$ cat src/rtl/mem_wb_stage.sv
// Memory-access stage and MEM/WB pipeline register. It drives a req/ack data-memory port and aligns
// load/store byte lanes. It stalls while a request is pending and aborts requests that never complete.
module mem_wb_stage #(
  parameter int TIMEOUT = 255
) (
  input  logic        clk,
  input  logic        reset,
  input  logic        RegWriteM,
  input  logic        MemtoRegM,
  input  logic        MemWriteM,
  input  logic [2:0]  LoadTypeM,
  input  logic [1:0]  StoreTypeM,
  input  logic [31:0] ALUOutM,
  input  logic [31:0] WriteDataM,
  input  logic [4:0]  WriteRegM,
  output logic        DmReq,
  output logic        DmWe,
  output logic [31:0] DmAddr,
  output logic [3:0]  DmBe,
  output logic [31:0] DmWData,
  input  logic        DmAck,
  input  logic [31:0] DmRData,
  output logic        StallM,
  output logic        RegWriteW,
  output logic        MemtoRegW,
  output logic [31:0] ReadDataW,
  output logic [31:0] ALUOutW,
  output logic [4:0]  WriteRegW,
  output logic        AddrErrW,
  output logic        BusErrW
);
  // The first request cycle is spent in IDLE, so WAIT aborts after TIMEOUT-1 further cycles.
  localparam logic [7:0] WAIT_LIMIT = (TIMEOUT > 1) ? 8'(TIMEOUT - 1) : 8'd1;

  typedef enum logic {S_IDLE, S_WAIT} state_t;

  state_t      stateReg, stateNext;
  logic [7:0]  waitCntReg, waitCntNext;
  logic [1:0]  off;
  logic        isWord, isHalf, accessM, misaligned, addrErr, timeout, retireOk;
  logic [15:0] loadHalf;
  logic [7:0]  loadByte;
  logic [31:0] loadData;

  assign off     = ALUOutM[1:0];
  assign accessM = MemtoRegM | MemWriteM;

  always_comb begin
    isWord = 1'b0;
    isHalf = 1'b0;
    if (MemWriteM) begin
      isWord = (StoreTypeM == 2'b00);
      isHalf = (StoreTypeM == 2'b01);
    end else begin
      isWord = (LoadTypeM == 3'b000) || (LoadTypeM > 3'b100);
      isHalf = (LoadTypeM == 3'b001) || (LoadTypeM == 3'b010);
    end
  end

  assign misaligned = isWord ? (off != 2'b00) : (isHalf & off[0]);
  assign addrErr    = accessM & misaligned;

  assign DmWe   = MemWriteM;
  assign DmAddr = {ALUOutM[31:2], 2'b00};

  always_comb begin
    DmBe    = 4'b1111;
    DmWData = WriteDataM;
    if (MemWriteM) begin
      if (isHalf) begin
        DmBe    = off[1] ? 4'b1100 : 4'b0011;
        DmWData = {2{WriteDataM[15:0]}};
      end else if (!isWord) begin
        DmBe    = 4'b0001 << off;
        DmWData = {4{WriteDataM[7:0]}};
      end
    end
  end

  assign loadHalf = off[1] ? DmRData[31:16] : DmRData[15:0];
  assign loadByte = DmRData[8*off +: 8];

  always_comb begin
    case (LoadTypeM)
      3'b001:  loadData = {{16{loadHalf[15]}}, loadHalf};
      3'b010:  loadData = {16'h0000, loadHalf};
      3'b011:  loadData = {{24{loadByte[7]}}, loadByte};
      3'b100:  loadData = {24'h000000, loadByte};
      default: loadData = DmRData;
    endcase
  end

  always_ff @(posedge clk or posedge reset) begin
    if (reset) begin
      stateReg   <= S_IDLE;
      waitCntReg <= '0;
    end else begin
      stateReg   <= stateNext;
      waitCntReg <= waitCntNext;
    end
  end

  always_comb begin
    stateNext   = stateReg;
    waitCntNext = waitCntReg;
    case (stateReg)
      S_IDLE: begin
        if (DmReq && !DmAck) begin
          stateNext   = S_WAIT;
          waitCntNext = 8'd1;
        end
      end
      S_WAIT: begin
        if (DmAck || timeout) begin
          stateNext   = S_IDLE;
          waitCntNext = '0;
        end else begin
          waitCntNext = waitCntReg + 8'd1;
        end
      end
      default: begin
        stateNext   = S_IDLE;
        waitCntNext = '0;
      end
    endcase
  end

  // Reset gates the request combinationally so an in-flight access is dropped without a clock.
  always_comb begin
    DmReq = 1'b0;
    if (!reset) DmReq = (stateReg == S_WAIT) || (accessM && !misaligned);
    timeout = (stateReg == S_WAIT) && (waitCntReg == WAIT_LIMIT) && !DmAck;
    StallM  = DmReq && !DmAck && !timeout;
  end

  assign retireOk = !addrErr && !timeout;

  always_ff @(posedge clk or posedge reset) begin
    if (reset) begin
      RegWriteW <= 1'b0;
      MemtoRegW <= 1'b0;
      ReadDataW <= '0;
      ALUOutW   <= '0;
      WriteRegW <= '0;
      AddrErrW  <= 1'b0;
      BusErrW   <= 1'b0;
    end else if (StallM) begin
      RegWriteW <= 1'b0;
      MemtoRegW <= 1'b0;
      AddrErrW  <= 1'b0;
      BusErrW   <= 1'b0;
    end else begin
      RegWriteW <= RegWriteM && retireOk;
      MemtoRegW <= MemtoRegM && retireOk;
      ReadDataW <= (MemtoRegM && retireOk) ? loadData : 32'h0;
      ALUOutW   <= ALUOutM;
      WriteRegW <= WriteRegM;
      AddrErrW  <= addrErr;
      BusErrW   <= timeout;
    end
  end
endmodule

$ cat config.mk
export PLATFORM = sky130hd
export DESIGN_NAME = mem_wb_stage
export DESIGN_NICKNAME = d
export VERILOG_FILES = /design/src/rtl/mem_wb_stage.sv
export SDC_FILE = /design/constraint.sdc
export NUM_CORES = 1
export LEC_CHECK = 0
export ABC_CLOCK_PERIOD_IN_PS = 3090
export BUFFER_PORTS_ARGS = -buffer_cell sky130_fd_sc_hd__buf_2
export CORE_MARGIN = 2
export CORE_UTILIZATION = 45
export DETAILED_ROUTE_END_ITERATION = 10
export PLACE_DENSITY = 0.8
export REMOVE_ABC_BUFFERS = 1
export SKIP_CTS_REPAIR_TIMING = 1
export SYNTH_ARGS = -nofsm -noshare
export SYNTH_HDL_FRONTEND = slang
export SYNTH_SLANG_ARGS = --single-unit
$ cat constraint.sdc
create_clock -name clk -period 3.09 [get_ports clk]
set_clock_uncertainty 0.1 [all_clocks]
set_input_delay 0.309 -clock clk [delete_from_list [all_inputs] [get_ports clk]]
set_output_delay 0.309 -clock clk [all_outputs]
set_load 0.02 [all_outputs]
[Word-level counts from Yosys, hierarchy flattened]
Cells that the tools add are included.
Storage, ports and cells
  register bits after elaboration: 82
  input port bits: 112
  output and inout port bits: 144
  word-level logic and storage cells: 67
Operators by class
  add/subtract/negate cells: 1
  order comparisons: 1
  equal/unequal tests: 7
  shift-type cells: 2
  muxes and demuxes: 24
  bitwise logic cells: 4
  reductions and logical operators: 19
Operators by type and width (count)
  $mux 32: 4
  $pmux 32 s4: 1
  $shiftx 32x6->8: 1
  $mux 16: 1
  $mux 4: 4
  $mux 8: 2
  $pmux 8 s2: 1
  $mux 1: 10
  $add 8x1->8 const B: 1
  $eq 8x8->1 const B: 1
  $logic_and 1x1->1: 8
  $eq 3x2->1 const B: 2
  $logic_not 1->1: 4
  $logic_or 1x1->1: 4
  $shl 1x2->4 const A: 1
  $eq 3x1->1 const B: 1
  $eq 3x3->1 const B: 1
  $gt 3x3->1 const B: 1
  $logic_not 3->1: 1
  $and 1x1->1: 2
  $eq 2x1->1 const B: 1
  $logic_not 2->1: 1
  $ne 2x2->1 const B: 1
  $pmux 1 s2: 1
  3 further kinds: 3

[Logic depth before layout (Yosys ltp)]
  depth after elaboration: 12
  depth in mapped cells: 9
  gate-level depth less buffers: 7

[Worst setup path before layout]
Ideal clock, no wire load.
  path type: input-to-output
  from: input port reset
  to: output port DmReq
  arrival: 2405 ps
  data required time: 2681 ps
  path slack: 276 ps
  cell stages on the path: 2
  path buffers: 0
  cell sequence: inv_1 > o21a_1
Between the ends
  word-level cells in the longest chain between the ends: 1
Ends and longest elaborated chain
  start, declared: RTL line 7  | input logic reset,
  $mux 1: RTL line 131  | if (!reset) DmReq = (stateReg == S_WAIT) || (accessM && !misaligned);
  end, declared: RTL line 16  | output logic DmReq,
No other way between the ends.

[Worst setup path after layout]
  from: input port LoadTypeM[0]
  to: output port StallM
Between the ends
  word-level cells in the longest chain between the ends: 11
  elaborated cells between the ends (all ways): 16
  those cells by class: order compare (1); eq/ne (2); mux (4); bitwise (1); reduce/logical (8)
Ends and longest elaborated chain
  start, declared: RTL line 11  | input logic [2:0] LoadTypeM,
  parallel branches: the longest is 4 deep, another holds $gt 3x3->1
  $mux 1 *: RTL line 60  | assign misaligned = isWord ? (off != 2'b00) : (isHalf & off[0]);
  $logic_not 1->1 *: RTL line 131
  $logic_and 1x1->1 *: RTL line 131
  $logic_or 1x1->1 *: RTL line 131
  $mux 1 *: RTL line 131
  $logic_and 1x1->1 * (2 in series): RTL line 133  | StallM = DmReq && !DmAck && !timeout;
  end, declared: RTL line 23  | output logic StallM,
Mark *: on every way between the ends.

==> impl_metrics.csv <==
group,metric,value,unit
sta,fin_crit_sh,0.800,
synth,yosys-top-cells-count,"dfrtp_1 (82), buf_4 (44), nor2_1 (33), mux2_4 (32), o2bb2ai_1 (22)",
finish,multi_input_area,2200,um^2
place,placed_cell_area,5800,um^2
power,switching_share,0.311,
synth,yosysSeqAreaShare,0.433,
clock_tree,root_buffer,"clkbuf_8",
drt,vias,4109,
sta,tightest_slew,748,ps
sta,layout_setup_ws,617,ps
floorplan,row_count,37,
floorplan,dieHeight,107,um
power,finalPower,2.95,mW
power,p_per_area,489,nW/um^2
setup_path,arrival,2060,ps
finish,drive_gt1_frac,0.577,
sta,slew_headroom,0.501,
power,p_leak,3.08,nW
setup_path,timing_worst_setup_path_type,"input port to output port",
synth,synth_edf_count,0,
finish,postLayoutCoreUtil,0.588,
synth,synth-seq-cells,82,
sta,hold_violations,30,
clock_tree,cts_buffer_depth,2,
place,pre_cts_ws,369,ps
clock_tree,cts_tree,"built",
flow_run,cap_violations,0,
sta,holdWs,-17.7,ps
setup_path,rr_worst_depth,7,
clock_tree,insertion_delay,350,ps
power,p_comb_frac,0.269,
synth,yosysMostFrequentCell,"dfrtp_1",
global_route,grt_pass1_wl,20900,um
global_route,grt.overflow.total,0,
clock_tree,cts.sinks,82,
min_path,min_path_type,"input port to async pin",
finish,syn2layout_area_growth,27.5,%
drt,drt_iter0_drc,339,
run_status,outcome,"finished with violations",
floorplan,die_w,107,um
sta,final-max-slew-violation-count,0,
synth,ys.flop_type,"dfrtp_1",
global_route,grt_util_all_layers,0.235,
synth,syn_inst,399,
floorplan,design.die.area,11400,um^2
finish,seq_area,2050,um^2
synth,syn_avg_cell_area,11.9,um^2
power,ir_drop,0.000213,V
clock_tree,cts_buffers,9,
setup_path,cp-end-kind,"output port",
clock_tree,cts-htree-levels,3,
drt,first_pass_iters,4,
sta,period_needed,2470,ps
global_route,grt_antenna_before_repair,0,
drt,avgRoutedWirePerCell,18.1,um
place,port_buffers,253,
sta,fmax,404,MHz
finish,final_area,6040,um^2
clock_tree,path_clk_slew,80,ps
global_route,grt_pass1_vias,4110,
synth,synth_cell_types,53,
synth,synth.area.top_cells,"dfrtp_1 (43%), mux2_4 (10%), buf_4 (7.0%), mux2_2 (5.0%), o2bb2ai_1 (4.1%)",
sta,grt_setup_unrepaired,"no",
finish,n_antenna_cell,0,
power,p_switching,918,uW
place,dp.final_hpwl,10500,um
floorplan,initial_core_util,0.461,
setup_path,crit_fanout,15,
finish,fillers,897,
floorplan,core,10300,um^2
synth,synthArstFlopShare,1.00,
place,gp_congestion,0.858,
setup_path,crit_required,2680,ps
sta,setup_viol,0,
synth,netlist_area,4740,um^2
drt,viasPerCell,5.49,
synth,yosys.area.top_type_share,0.433,
setup_path,critPathLaunchType,"input port",
run_status,failed_checks,"negative hold slack",
power,p_clk_frac,0.316,
finish,final_nets,724,
floorplan,ioPinCount,256,
drt,ant_nets,0,
synth,yosys_warnings,0,
power,p_int,2.03,mW
drt,routed_wl,13600,um
drt,drc,0,
synth,post-synth-top-area-cell,"dfrtp_1",
global_route,grt_max_degree,44,
power,p_seq_frac,0.415,
[critical path, stage by stage]
cell and delay [ps]:
buf_2 160, nor2_1 70, ha_1 300, o221a_4 290
nor3_2 290, o211a_4 400, buf_2 230
[per-layer routing]
layer  routed length (um)  vias up  GRT usage  part of all wire
met5                    0        -          0                 0
met4                  273        0     0.0816             0.020
met3                 1230       22     0.0675             0.091
met2                 7060      215      0.431              0.52
met1                 5020     2011      0.258              0.37
li1                     -     1861          -                 -
[area by class of cell]
cell class	count	area share
inverter	5	0.00331
clock buffer	10	0.0228
sequential	82	0.340
timing repair buffer	264	0.225
multi-input combinational	247	0.364
clock inverter	5	0.0170
tap	136	0.0282
[power by group through the flow]
stage	combinational [mW]	sequential, mW	clock, mW
5_1_grt	0.850	1.23	0.997
3_3_place_gp	0.778	1.24	0
2_1_floorplan	0.343	1.33	0
6_report	0.794	1.22	0.934
4_1_cts	0.801	1.22	0.952
3_5_place_dp	0.798	1.24	0
[logic make-up (layout without fill, tap and decap cells)]
kind of cell             count (synthesis)  in the layout  share of synthesized area
other                                    1              2                   0.000791
AND/OR/NAND/NOR                         71             71                     0.0768
buffers and inverters                   71            284                      0.106
adder cells (fa/ha/maj)                  3              3                    0.00792
XOR/XNOR                                 2              2                    0.00528
multiplexers                            62             62                      0.173
AO/OA/AOI/OAI                          107            107                      0.197
flip-flops                              82             82                      0.433
[cell usage in the layout (no fill, tap or decap), drive strengths merged, types with 5 or more instances in the layout]
master / instances
a221oi: 16
a22o: 16
buf: 264
clkbuf: 10
dfrtp: 82
mux2: 53
mux2i: 8
nand2: 6
nand2b: 5
nor2: 33
nor2b: 5
o21ai: 16
o2bb2ai: 32
[path summary, 6_finish.rpt]
path / from / slack [ps] / endpoint
min in group clk: DmAck / 80 / stateReg
setup / recovery: LoadTypeM[0] / 620 / StallM
hold reg to reg: ReadDataW[5] / 390 / ReadDataW[5]
max in group asynchronous: reset / 1920 / MemtoRegW
hold / removal: reset / -20 / AddrErrW
setup reg to reg: waitCntReg[0] / 870 / ALUOutW[28]
[stage by stage]
step | TNS, ps | hold slack, ps | instances
6_report | 0 | -17.7 | 749
5_1_grt | 0 | 38.8 | 749
4_1_cts | 0 | 6.77 | 749
3_5_place_dp | 0 | 369 | 734
3_3_place_gp | 0 | 366 | 734
2_1_floorplan | -34350 | 275 | 334
[state kept, by name (all words and copies together), names as in the netlist]
name	cells
stateReg	1
waitCntReg	8
ReadDataW	32
BusErrW	1
WriteRegW	5
AddrErrW	1
RegWriteW	1
MemtoRegW	1
ALUOutW	32
(Power assumes the default switching activity.)
